### config.mk
export PLATFORM = sky130hd
export DESIGN_NAME = exec_unit
export DESIGN_NICKNAME = d
export VERILOG_FILES = /design/src/rtl/exec_pkg.sv /design/src/rtl/mul_seq.sv /design/src/rtl/exec_unit.sv
export SDC_FILE = /design/constraint.sdc
export NUM_CORES = 1
export LEC_CHECK = 0
export CORE_UTILIZATION = 50
export DETAILED_ROUTE_END_ITERATION = 8
export PLACE_DENSITY_LB_ADDON = 0.08
export SYNTH_ARGS = -nofsm -noshare
export SYNTH_HDL_FRONTEND = slang
export SYNTH_SLANG_ARGS = --single-unit
### constraint.sdc
create_clock -name clk -period 4.85 [get_ports clk]
set_input_delay 0.7275 -clock clk [delete_from_list [all_inputs] [get_ports clk]]
set_output_delay 0.7275 -clock clk [all_outputs]
set_load 0.01 [all_outputs]
### src/rtl/exec_pkg.sv
// exec_pkg: shared widths, opcode and FSM state encodings for exec_unit
package exec_pkg;
  localparam int DATA_W_DEF = 16;
  localparam int ADDR_W_DEF = 4;
  typedef enum logic [2:0] {OP_ADD, OP_SUB, OP_AND, OP_OR, OP_XOR, OP_SHL, OP_SHR, OP_MUL} op_e;
  typedef enum logic [1:0] {S_IDLE, S_READ, S_MUL, S_WB} state_e;
endpackage

### src/rtl/mul_seq.sv
// mul_seq: sequential unsigned shift-add multiplier, one multiplier bit per cycle
// Ports: clk, rst_n (async active-low); i_start loads i_a/i_b; o_done is high in the
// cycle of the final step and o_prod then carries the full 2*DATA_W product.
module mul_seq #(
  parameter int DATA_W = 16
) (
  input  logic                  clk,
  input  logic                  rst_n,
  input  logic                  i_start,
  input  logic [DATA_W-1:0]     i_a,
  input  logic [DATA_W-1:0]     i_b,
  output logic                  o_done,
  output logic [2*DATA_W-1:0]   o_prod
);
  localparam int CW = $clog2(DATA_W);
  logic [2*DATA_W-1:0] r_acc, r_mcand, w_acc_nxt;
  logic [DATA_W-1:0]   r_mplier;
  logic [CW-1:0]       r_cnt;
  logic                r_busy;
  assign w_acc_nxt = r_acc + (r_mplier[0] ? r_mcand : '0);
  // o_prod exposes the post-step accumulator so the caller can latch it on the done edge
  assign o_done = r_busy && r_cnt == CW'(DATA_W - 1);
  assign o_prod = w_acc_nxt;
  always_ff @(posedge clk or negedge rst_n) begin
    if (!rst_n) begin
      r_acc    <= '0;
      r_mcand  <= '0;
      r_mplier <= '0;
      r_cnt    <= '0;
      r_busy   <= 1'b0;
    end else if (i_start) begin
      r_acc    <= '0;
      r_mcand  <= {{DATA_W{1'b0}}, i_a};
      r_mplier <= i_b;
      r_cnt    <= '0;
      r_busy   <= 1'b1;
    end else if (r_busy) begin
      r_acc    <= w_acc_nxt;
      r_mcand  <= r_mcand << 1;
      r_mplier <= r_mplier >> 1;
      r_cnt    <= r_cnt + 1'b1;
      r_busy   <= !o_done;
    end
  end
endmodule

### src/rtl/exec_unit.sv
// exec_unit: single-issue execute unit (IDLE/READ/MUL/WB) with register-file port
// Ports: clk, rst_n (async active-low); instr_* handshake and fields; rf_addr_rd1/2 and
// rf_data1/2 read the register file; rf_we/rf_addr_wr/rf_data_wr write it; busy and
// flag_zero/flag_carry report status of the last written-back result.
module exec_unit
  import exec_pkg::*;
#(
  parameter int DATA_W = DATA_W_DEF,
  parameter int ADDR_W = ADDR_W_DEF
) (
  input  logic              clk,
  input  logic              rst_n,
  input  logic              instr_valid,
  output logic              instr_ready,
  input  logic [2:0]        instr_op,
  input  logic [ADDR_W-1:0] instr_rd,
  input  logic [ADDR_W-1:0] instr_rs1,
  input  logic [ADDR_W-1:0] instr_rs2,
  output logic [ADDR_W-1:0] rf_addr_rd1,
  output logic [ADDR_W-1:0] rf_addr_rd2,
  input  logic [DATA_W-1:0] rf_data1,
  input  logic [DATA_W-1:0] rf_data2,
  output logic              rf_we,
  output logic [ADDR_W-1:0] rf_addr_wr,
  output logic [DATA_W-1:0] rf_data_wr,
  output logic              busy,
  output logic              flag_zero,
  output logic              flag_carry
);
  state_e              r_state, w_nxt;
  op_e                 r_op;
  logic [ADDR_W-1:0]   r_rd, r_rs1, r_rs2;
  logic [DATA_W-1:0]   r_res, w_alu;
  logic                r_cout, w_cout, r_zero, r_carry;
  logic                w_mul_done;
  logic [2*DATA_W-1:0] w_prod;
  // reset holds the state at IDLE, so ready is also gated by rst_n
  assign instr_ready = rst_n && r_state == S_IDLE;
  assign busy        = r_state != S_IDLE;
  assign rf_we       = r_state == S_WB;
  assign rf_addr_wr  = r_rd;
  assign rf_data_wr  = r_res;
  assign rf_addr_rd1 = r_rs1;
  assign rf_addr_rd2 = r_rs2;
  assign flag_zero   = r_zero;
  assign flag_carry  = r_carry;
  always_comb begin
    w_alu  = '0;
    w_cout = 1'b0;
    case (r_op)
      OP_ADD: {w_cout, w_alu} = {1'b0, rf_data1} + {1'b0, rf_data2};
      OP_SUB: begin
        w_alu  = rf_data1 - rf_data2;
        w_cout = rf_data1 < rf_data2;
      end
      OP_AND: w_alu = rf_data1 & rf_data2;
      OP_OR:  w_alu = rf_data1 | rf_data2;
      OP_XOR: w_alu = rf_data1 ^ rf_data2;
      OP_SHL: w_alu = rf_data1 << rf_data2[3:0];
      OP_SHR: w_alu = rf_data1 >> rf_data2[3:0];
      default: w_alu = '0;
    endcase
  end
  always_comb begin
    w_nxt = r_state;
    case (r_state)
      S_IDLE:  w_nxt = instr_valid ? S_READ : S_IDLE;
      S_READ:  w_nxt = r_op == OP_MUL ? S_MUL : S_WB;
      S_MUL:   w_nxt = w_mul_done ? S_WB : S_MUL;
      default: w_nxt = S_IDLE;
    endcase
  end
  mul_seq #(.DATA_W(DATA_W)) u_mul (
    .clk     (clk),
    .rst_n   (rst_n),
    .i_start (r_state == S_READ && r_op == OP_MUL),
    .i_a     (rf_data1),
    .i_b     (rf_data2),
    .o_done  (w_mul_done),
    .o_prod  (w_prod)
  );
  always_ff @(posedge clk or negedge rst_n) begin
    if (!rst_n) begin
      r_state <= S_IDLE;
      r_op    <= OP_ADD;
      r_rd    <= '0;
      r_rs1   <= '0;
      r_rs2   <= '0;
      r_res   <= '0;
      r_cout  <= 1'b0;
      r_zero  <= 1'b0;
      r_carry <= 1'b0;
    end else begin
      r_state <= w_nxt;
      if (r_state == S_IDLE && instr_valid) begin
        r_op  <= op_e'(instr_op);
        r_rd  <= instr_rd;
        r_rs1 <= instr_rs1;
        r_rs2 <= instr_rs2;
      end
      if (r_state == S_READ) begin
        r_res  <= w_alu;
        r_cout <= w_cout;
      end
      if (r_state == S_MUL && w_mul_done) begin
        r_res  <= w_prod[DATA_W-1:0];
        r_cout <= |w_prod[2*DATA_W-1:DATA_W];
      end
      if (r_state == S_WB) begin
        r_zero  <= r_res == '0;
        r_carry <= r_cout;
      end
    end
  end
endmodule
==> flow_summary.ini, run 1 <==
[yosys]
synth-main-ff-cell = dfrtp_1
syn-cell-area_um2 = 10500
postSynthAreaPerCell_um2 = 8.20
synth-warning-count = 0
synth_enable_flop_cells = 0
yosys_register_bits = 121
netlist.top_cell.by_area = dfrtp_1
seq_area_frac_synth_pct = 28.7
yosysTopAreaCellShare_pct = 28.7
async_flop_share_pct = 100
synthesis.instances = 1284
synth_cell_type_count = 73
syn-num-nets = 1422
synth_area_leaders = dfrtp_1, ha_1, mux2i_1, nor2_1, a21oi_1

[clock_tree]
tritoncts = yes
cts_made_buffers = 17
cts_sinks = 121
insertion_delay_ns = 0.41
post_cts_hold_buffer_count = 0
ctsRootBufferMaster = clkbuf_16
cts_post_setup_buffers_inserted = 0
max-clock-path-buffers = 2
cts.htree.levels = 4
path_clk_slew_ns = 0.06
post_cts.resized_instances = 0

[pwr]
swShare_pct = 45.0
p_seq_share_pct = 25.4
intPower_mw = 4.16
leakage_nw = 5.42
total_switching_power_mw = 3.40
clock_share_of_power_pct = 17.7
vdd_ir_drop_max_mv = 0.358
power_mw = 7.57
pwr_density_cell_nw_per_um2 = 623
power.combinational.fraction_pct = 56.9

[timing]
fin_worst_hold_slack_ns = 0.502
finalWorstSetupSlack_ns = 0.823
max_freq_mhz = 248
finalMaxSlewViolations = 0
timing.final.crit_period_ns = 4.03
rsz0062_at_grt = false
setup_violations = 0
timing.max_slew.rel_slack_pct = 28.3
fin_setup_tns_ns = 0
hold_violations = 0
worst_slew_pin_slew_ns = 1.08
fin_skew_ns = 0.0129
final.period_utilization_pct = 83.0

[routing]
drt.antenna.violating_nets = 0
dr_pass1_iterations = 5
via_per_inst = 6.12
totalWireLength_um = 31700
dr.first_iter.drc_count = 851
post_drt_wl_per_cell_um = 19.7
vias = 9839
drc = 0

[global_route]
global_route_wire_length_before_repair_um = 50600
grt_antenna_before_repair = 1
layer_with_the_highest_usage_after_global_routing = met1
global_route.usage.met3_pct = 6.55
grt_util_met1_pct = 44.0
grt_start_max_net_pins = 67
first_global_vias = 9198
globalRouteMet2Util_pct = 43.7
globalRoute.totalOverflow = 0
globalRouteTotalUtil_pct = 29.7

[placed_design]
gpl.final_weighted_congestion = 0.930
hpwl_um = 23600
portBuffers = 82
detailedPlace.worstSlack_ns = 0.736

[min_path]
hold_path.class = register to register

[critical_path]
timing.critical_path.arrival_ns = 4.30
most_used_cell_along_the_critical_path = a21oi_1
critical_path_peak_fanout = 14
critPathMaxStageDelay_ns = 0.52
worstSetupStartpointType = register
crit_chain = and2_1 -> ha_1 -> fa_1 -> a21oi_1 -> o22ai_1 -> o21a_1 -> a31oi_1 -> o21ai_0 -> o41ai_1 -> xnor2_1 -> nor4b_1 -> a21oi_1
cp_slowest_cell = dfrtp_1
crit_required_ns = 5.12
end_kind = register
crit_type = register to register

[floorplan]
die_h_um = 147
initial_utilization_pct = 51.6
num_rows = 52
die_area_um2 = 21700
io-pin-count = 83
placeableCoreArea_um2 = 20400
die_x_um = 147

[final_layout]
mostFrequentLayoutCells = nor2_1, a21oi_1, dfrtp_1
layout_commonest_cell = nor2_1
syn2layout_area_growth_pct = 15.3
post_route_cells_drive_above_1_share_pct = 6.65
finish.net_count = 1463
final_util_pct = 59.4
antenna_fix_cells = 0

[outcome]
status = finished, final reports clean

[job]
cap_viol_max_count = 0
worst max-delay path: cells and delay by family, from the launching register on:
kind | cells | cell delay [ns]
flip-flops | 1 | 0.52
AND/OR/NAND/NOR | 2 | 0.69
AO/OA/AOI/OAI | 7 | 1.89
adder cells (fa/ha/maj) | 2 | 0.64
XOR/XNOR | 1 | 0.15
flip-flops by register name, indices dropped and copies added (netlist names), 2 cells and up:
signal and count:
r_op 3, r_state 2, rf_addr_rd1 4, rf_addr_rd2 4, rf_addr_wr 4, rf_data_wr 16
u_mul.r_acc 32, u_mul.r_cnt 4, u_mul.r_mcand 32, u_mul.r_mplier 16
worst paths after layout:
kind | startpoint | to | slack, ns | cells after the start
hold / removal | rf_addr_rd2[0] | rf_addr_rd2[0] | 0.50 | 1
hold reg to reg | rf_addr_rd2[0] | rf_addr_rd2[0] | 0.50 | 1
max in group asynchronous | rst_n | u_mul.r_busy | 3.66 | 2
min in group asynchronous | rst_n | u_mul.r_acc[25] | 0.57 | 2
setup / recovery | u_mul.r_mplier[0] | r_cout | 0.82 | 12
setup reg to reg | u_mul.r_mplier[0] | r_cout | 0.82 | 12
routing by layer:
layer / wire [µm] / share of wire (%) / vias to the layer above
met3: 2600 / 8.2 / 39
met1: 15000 / 47 / 4737
met5: 0 / 0 / -
met2: 13700 / 43 / 356
met4: 480 / 1.5 / 0
li1: - / - / 4707
cells in the mapped netlist (all sizes together) (5+ instances only):
master,count
mux2i,81
clkbuf,64
inv,58
nand4,7
a2111oi,6
a21boi,8
o211ai,9
a31oi,12
o21a,10
nor2b,11
dfrtp,121
o22ai,5
o21ai,78
nor3b,5
buf,13
mux2,22
xor2,14
nor4,12
o21bai,8
and3,14
or3,12
nand2b,22
ha,85
a211oi,29
a221oi,11
a21o,19
nor2,171
xnor2,23
nand3,19
a22oi,5
nand2,62
o221ai,6
and2,41
nor3,30
a21oi,127
o31ai,6
cell type report:
cell class | count | area, µm²
fillers | 1894 | 8290
multi-input cells | 1026 | 6990
flip-flops and latches | 121 | 3030
repair buffers | 99 | 946
clock buffers | 19 | 443
well taps | 270 | 338
inverters | 60 | 225
clock inverters | 13 | 168
metrics by stage:
step	instance area [µm²]	instances
global route	12100	1608
floorplan	10500	1284
detailed placement	11500	1576
finish	12100	1608
global placement	11500	1576
CTS	12100	1608
power groups by stage:
stage               registers [mW]  logic (mW)  clock network (mW)
global route                  1.99        4.73                1.39
global placement              1.91        4.18                   0
CTS                           1.92        4.26                1.35
floorplan                     1.77        3.09                   0
detailed placement            1.92        4.23                   0
finish                        1.92        4.31                1.34
logic make-up after synthesis:
kind of cell	count (synthesis)	synth area share [%]
flops	121	28.7
mux	106	10.7
xor+xnor	37	3.08
buf+inv	137	4.98
simple gates	419	19.1
compound gates	376	22.8
fa+ha+maj	88	10.7
(Power assumes the default switching activity.)
==> inputs of run 2 (changes only) <==
==> constraint.sdc (replaced) <==
create_clock -name clk -period 4.2 [get_ports clk]
set_input_delay 0.63 -clock clk [delete_from_list [all_inputs] [get_ports clk]]
set_output_delay 0.63 -clock clk [all_outputs]
set_load 0.01 [all_outputs]
==> flow_summary.ini, run 2 (synthesized netlist as in run 1, its figures left out) <==
[critical_path]
end_kind = register
worstSetupStartpointType = register
crit_required_ns = 4.48
critPathMaxStageDelay_ns = 0.51
most_used_cell_along_the_critical_path = a21oi_1
crit_type = register to register
crit_chain = and2_1 -> ha_1 -> fa_1 -> a21oi_1 -> o22ai_1 -> o21ai_0 -> o21bai_1 -> a221oi_1 -> xor2_1 -> o2111ai_1 -> nor4b_1 -> a21oi_1
critical_path_peak_fanout = 10
timing.critical_path.arrival_ns = 3.94
cp_slowest_cell = a221oi_1

[final_layout]
mostFrequentLayoutCells = nor2_1, a21oi_1, dfrtp_1
finish.net_count = 1469
layout_commonest_cell = nor2_1
registers_with_the_most_flip_flops = u_mul.r_acc (32), u_mul.r_mcand (32)
syn2layout_area_growth_pct = 15.4
post_route_cells_drive_above_1_share_pct = 6.92
antenna_fix_cells = 0
final_cell_count_no_fill = 1613

[timing]
setup_violations = 0
final.period_utilization_pct = 87.0
fin_setup_tns_ns = 0
timing.final.crit_period_ns = 3.65
fin_skew_ns = 0.0110
rsz0062_at_grt = false
hold_violations = 0
finalMaxSlewViolations = 0
worst_slew_pin_slew_ns = 1.07
timing.max_slew.rel_slack_pct = 28.4
max_freq_mhz = 274

[placed_design]
cells_after_dpl = 1582
hpwl_um = 23600
portBuffers = 82
gpl.final_weighted_congestion = 0.934

[routing]
dr_pass1_iterations = 5
vias = 9842
dr.first_iter.drc_count = 855
totalWireLength_um = 31600
via_per_inst = 6.10
drc = 0
drt.antenna.violating_nets = 0
post_drt_wl_per_cell_um = 19.6

[clock_tree]
max-clock-path-buffers = 2
post_cts_hold_buffer_count = 0
cts_sinks = 121
cts_made_buffers = 17
insertion_delay_ns = 0.41
post_cts.resized_instances = 0
path_clk_slew_ns = 0.06
cts.htree.levels = 4
cts_post_setup_buffers_inserted = 0
tritoncts = yes
ctsRootBufferMaster = clkbuf_16

[floorplan]
die_x_um = 147
placeableCoreArea_um2 = 20400
num_rows = 52
io-pin-count = 83
initial_utilization_pct = 51.6
die_h_um = 147
die_area_um2 = 21700

[min_path]
hold_path.class = primary input to asynchronous set/reset pin

[pwr]
vdd_ir_drop_max_mv = 0.361
leakage_nw = 5.43
power_mw = 8.67
pwr_density_cell_nw_per_um2 = 713

[global_route]
grt_start_max_net_pins = 70
globalRoute.totalOverflow = 0
globalRouteTotalUtil_pct = 29.8
global_route_wire_length_before_repair_um = 50700
first_global_vias = 9250
grt_antenna_before_repair = 0

[job]
cap_viol_max_count = 0

[outcome]
status = finished, final reports clean
[run 2: final timing paths]
check                                  start             end  slack, ns  depth (start not counted)
max in group asynchronous              rst_n    u_mul.r_busy       3.04                          2
min in group clk              rf_addr_rd2[2]  rf_addr_rd2[2]       0.50                          1
max reg2reg                u_mul.r_mplier[0]          r_cout       0.55                         12
min                                    rst_n  u_mul.r_acc[2]       0.10                          1
max                        u_mul.r_mplier[0]          r_cout       0.55                         12
min reg2reg                   rf_addr_rd2[2]  rf_addr_rd2[2]       0.50                          1
[run 2: worst max-delay path: cells and delay by family, from the launching register on]
| family | cells | cell delay [ns] |
|---|---|---|
| DFF | 1 | 0.45 |
| adders and majority gates | 2 | 0.64 |
| and+or+nand+nor | 2 | 0.50 |
| AOI/OAI and AO/OA | 7 | 1.71 |
| xor gates and xnor gates | 1 | 0.23 |
[run 2: area by class of cell]
class                   count  area, µm²
flip-flops and latches    121       3030
repair buffers            105        991
well taps                 270        338
clock buffers              21        460
clock inverters            10        121
fillers                  1880       8270
multi-input cells        1026       6990
inverters                  60        225
[run 2: metal layers]
metal / wire, µm / part of all wire, % / vias to the layer above / global-route usage (%)
li1: - / - / 4732 / -
met1: 14900 / 47 / 4708 / 44.2
met2: 13900 / 44 / 374 / 45.1
met3: 2400 / 7.6 / 28 / 5.00
met4: 348 / 1.1 / 0 / 6.39
met5: 0 / 0 / - / 0
[run 2: per-stage QoR]
step,hold WS (ns),utilization [%],instance area [µm²],setup slack [ns]
after global routing,0.104,59.5,12200,0.235
after floorplan,0.334,-,10500,0.642
after CTS,0.0998,59.5,12200,0.587
after global placement,0.487,56.7,11600,0.332
final,0.102,59.5,12200,0.545
after detailed placement,0.492,56.7,11600,0.287
[run 2: power by group]
group	switching (mW)	total (mW)	leakage [nW]	internal, mW
combinational	2.81	4.95	3.66	2.14
sequential	0.536	2.25	1.50	1.72
clock	0.561	1.46	0.271	0.904
total	3.91	8.67	5.43	4.76
==> inputs of run 3 (changes only) <==
--- a/config.mk
+++ b/config.mk
@@ -5,9 +5,11 @@
 export SDC_FILE = /design/constraint.sdc
 export NUM_CORES = 1
 export LEC_CHECK = 0
+export CORE_ASPECT_RATIO = 1.75
 export CORE_UTILIZATION = 50
 export DETAILED_ROUTE_END_ITERATION = 8
 export PLACE_DENSITY_LB_ADDON = 0.08
 export SYNTH_ARGS = -nofsm -noshare
 export SYNTH_HDL_FRONTEND = slang
+export SYNTH_HIERARCHICAL = 1
 export SYNTH_SLANG_ARGS = --single-unit
==> flow_summary.ini, run 3 <==
[placed_design]
gpl.final_weighted_congestion = 1.03
portBuffers = 82
cells_after_dpl = 1674
hpwl_um = 33800

[min_path]
hold_path.class = primary input to asynchronous set/reset pin

[critical_path]
worstSetupStartpointType = register
crit_required_ns = 4.52
worst-path-stages = 13
critPathMaxStageDelay_ns = 0.46
crit_chain = and2_1 -> ha_1 -> fa_1 -> a21o_1 -> a31oi_2 -> a22oi_4 -> a31oi_4 -> o221ai_1 -> xor2_1 -> nor4_1 -> a41oi_1 -> a31oi_1 -> o41ai_1
r2r-end = r_cout
cp_top_family = compound AO/OA/AOI/OAI gates
timing.critical_path.from = u_mul/r_mplier[0]
setup.worst_path.end = r_cout
cp_num_buf_inv = 0
critical_path.reg2reg.startpoint = u_mul/r_mplier[0]
crit_type = register to register
rr_worst_depth = 13
critical_path_peak_fanout = 6
timing.critical_path.arrival_ns = 4.13
cp_slowest_cell = nor4_1
end_kind = register
reg2reg_setup_slack_ns = 0.39

[routing]
drc = 0
dr_pass1_iterations = 6
vias = 10800
drt.antenna.violating_nets = 0
dr.first_iter.drc_count = 981
post_drt_wl_per_cell_um = 25.7
via_per_inst = 6.34
totalWireLength_um = 43800

[yosys]
post-synth-top-count-cell = nor2_1
postSynthAreaPerCell_um2 = 8.45
synth-main-ff-cell = dfrtp_1
netlist.top_cell.by_area = dfrtp_1
syn-cell-area_um2 = 11200
synth_enable_flop_cells = 0
post_synth_most_frequent_cells = nor2_1, dfrtp_1, nand2_1
syn-num-nets = 1465
synthesis.instances = 1324
yosysTopAreaCellShare_pct = 27.1
yosys_register_bits = 121
synth_cell_type_count = 93
synth-warning-count = 6
synth_area_leaders = dfrtp_1, ha_1, mux2i_1, nor2_1, nand2_1
seq_area_frac_synth_pct = 27.1
async_flop_share_pct = 100

[floorplan]
placeableCoreArea_um2 = 22000
die_x_um = 115
die_area_um2 = 23000
initial_utilization_pct = 50.9
io-pin-count = 83
die_h_um = 200
num_rows = 72

[clock_tree]
cts_post_setup_buffers_inserted = 0
post_cts_hold_buffer_count = 0
tritoncts = yes
ctsRootBufferMaster = clkbuf_16
insertion_delay_ns = 0.44
path_clk_slew_ns = 0.06
cts.htree.levels = 4
max-clock-path-buffers = 2
cts_made_buffers = 17
cts_sinks = 121

[final_layout]
multiInputGateArea_um2 = 7500
post_route_cells_drive_above_1_share_pct = 10.3
mostFrequentLayoutCells = nor2_1, nand2_1, dfrtp_1
final_cell_count_no_fill = 1707
storage_cell_area_um2 = 3030
finish.net_count = 1538
syn2layout_area_growth_pct = 15.7
fill_cells = 2089
layout_commonest_cell = nor2_1
registers_with_the_most_flip_flops = u_mul/r_acc (32), u_mul/r_mcand (32)

[timing]
rsz0062_at_grt = false
setup_violations = 0
hold_violations = 0
fin_skew_ns = 0.00957
worst_slew_pin_slew_ns = 1.25
finalMaxSlewViolations = 0
max_freq_mhz = 263
timing.final.crit_period_ns = 3.81
timing.max_slew.rel_slack_pct = 16.3
final.period_utilization_pct = 90.6
fin_setup_tns_ns = 0

[pwr]
leakage_nw = 5.70
pwr_density_cell_nw_per_um2 = 735
power_mw = 9.50
vdd_ir_drop_max_mv = 0.628

[outcome]
status = finished, final reports clean

[global_route]
globalRoute.totalOverflow = 0
globalRouteTotalUtil_pct = 39.1
first_global_vias = 11000
grt_start_max_net_pins = 88
grt_antenna_before_repair = 1
global_route_wire_length_before_repair_um = 64800

[job]
cap_viol_max_count = 0
==> run 3: cell count changes after synthesis, moves of 11 or more <==
cell	previous run	this run
a22oi_1	5	16
o21ai_0	77	90
clkbuf_1	64	47
nor2_1	171	127
nand2_1	62	120
buf_2	2	13
nand2b_1	22	11
a21oi_1	126	73
==> run 3: cell type report <==
cell class / instances / area share [%]
Tap cell: 296 / 2.86
Clock buffer: 19 / 3.42
Timing Repair Buffer: 134 / 9.43
Multi-Input combinational cell: 1058 / 58.0
Clock inverter: 13 / 0.938
Antenna cell: 1 / 0.0193
Sequential cell: 121 / 23.4
Inverter: 65 / 1.90
==> run 3: repair_timing <==
item	4_1_cts	5_1_grt
gates resized for setup	0	1
hold endpoints to repair	0	0
endpoints found under the setup margin	0	1
==> run 3: metrics by stage <==
| stage | setup WS, ns | hold WS [ns] | util [%] | instance area [µm²] |
|---|---|---|---|---|
| floorplan | 1.01 | 0.334 | - | 11200 |
| global placement | 0.300 | 0.476 | 56.3 | 12400 |
| detailed placement | 0.267 | 0.477 | 56.3 | 12400 |
| CTS | 0.238 | 0.0122 | 58.8 | 12900 |
| global route | 0.151 | 0.0202 | 58.9 | 12900 |
| finish | 0.393 | 0.0192 | 58.9 | 12900 |
==> run 3: power breakdown <==
group          internal, mW  switching [mW]  total (mW)  leakage, nW
clock network         0.831           0.600        1.43        0.262
logic                  2.37            3.46        5.83         3.94
registers              1.71           0.537        2.24         1.50
==> run 3: how the worst min path moves through the flow <==
stage	startpoint	to	slack, ns	cells after the start
global route	rst_n	u_mul/r_mcand[21]	0.02	1
floorplan	rst_n	flag_carry	0.33	0
CTS	rst_n	u_mul/r_acc[30]	0.01	1
global placement	rst_n	u_mul/r_mcand[21]	0.48	1
detailed placement	rst_n	u_mul/r_mcand[21]	0.48	1
finish	rst_n	u_mul/r_mcand[21]	0.02	1
==> run 3: cells by family (layout without fill, tap and decap cells) <==
logic type,Yosys count,in the layout,share of synthesized area (%)
flops,121,121,27.1
other cells,0,1,0
buf+inv,145,231,5.91
simple gates,418,418,17.7
fa+ha+maj,91,91,10.4
compound gates,389,389,24.2
xor+xnor,46,46,3.60
mux,114,114,11.1
==> run 3: per-layer routing <==
metal | up-vias | wire (µm) | GRT usage [%]
li1 | 4971 | - | -
met1 | 5206 | 15300 | 38.2
met2 | 449 | 22100 | 68.8
met3 | 195 | 2100 | 7.52
met4 | 0 | 4360 | 36.2
met5 | - | 0 | 0
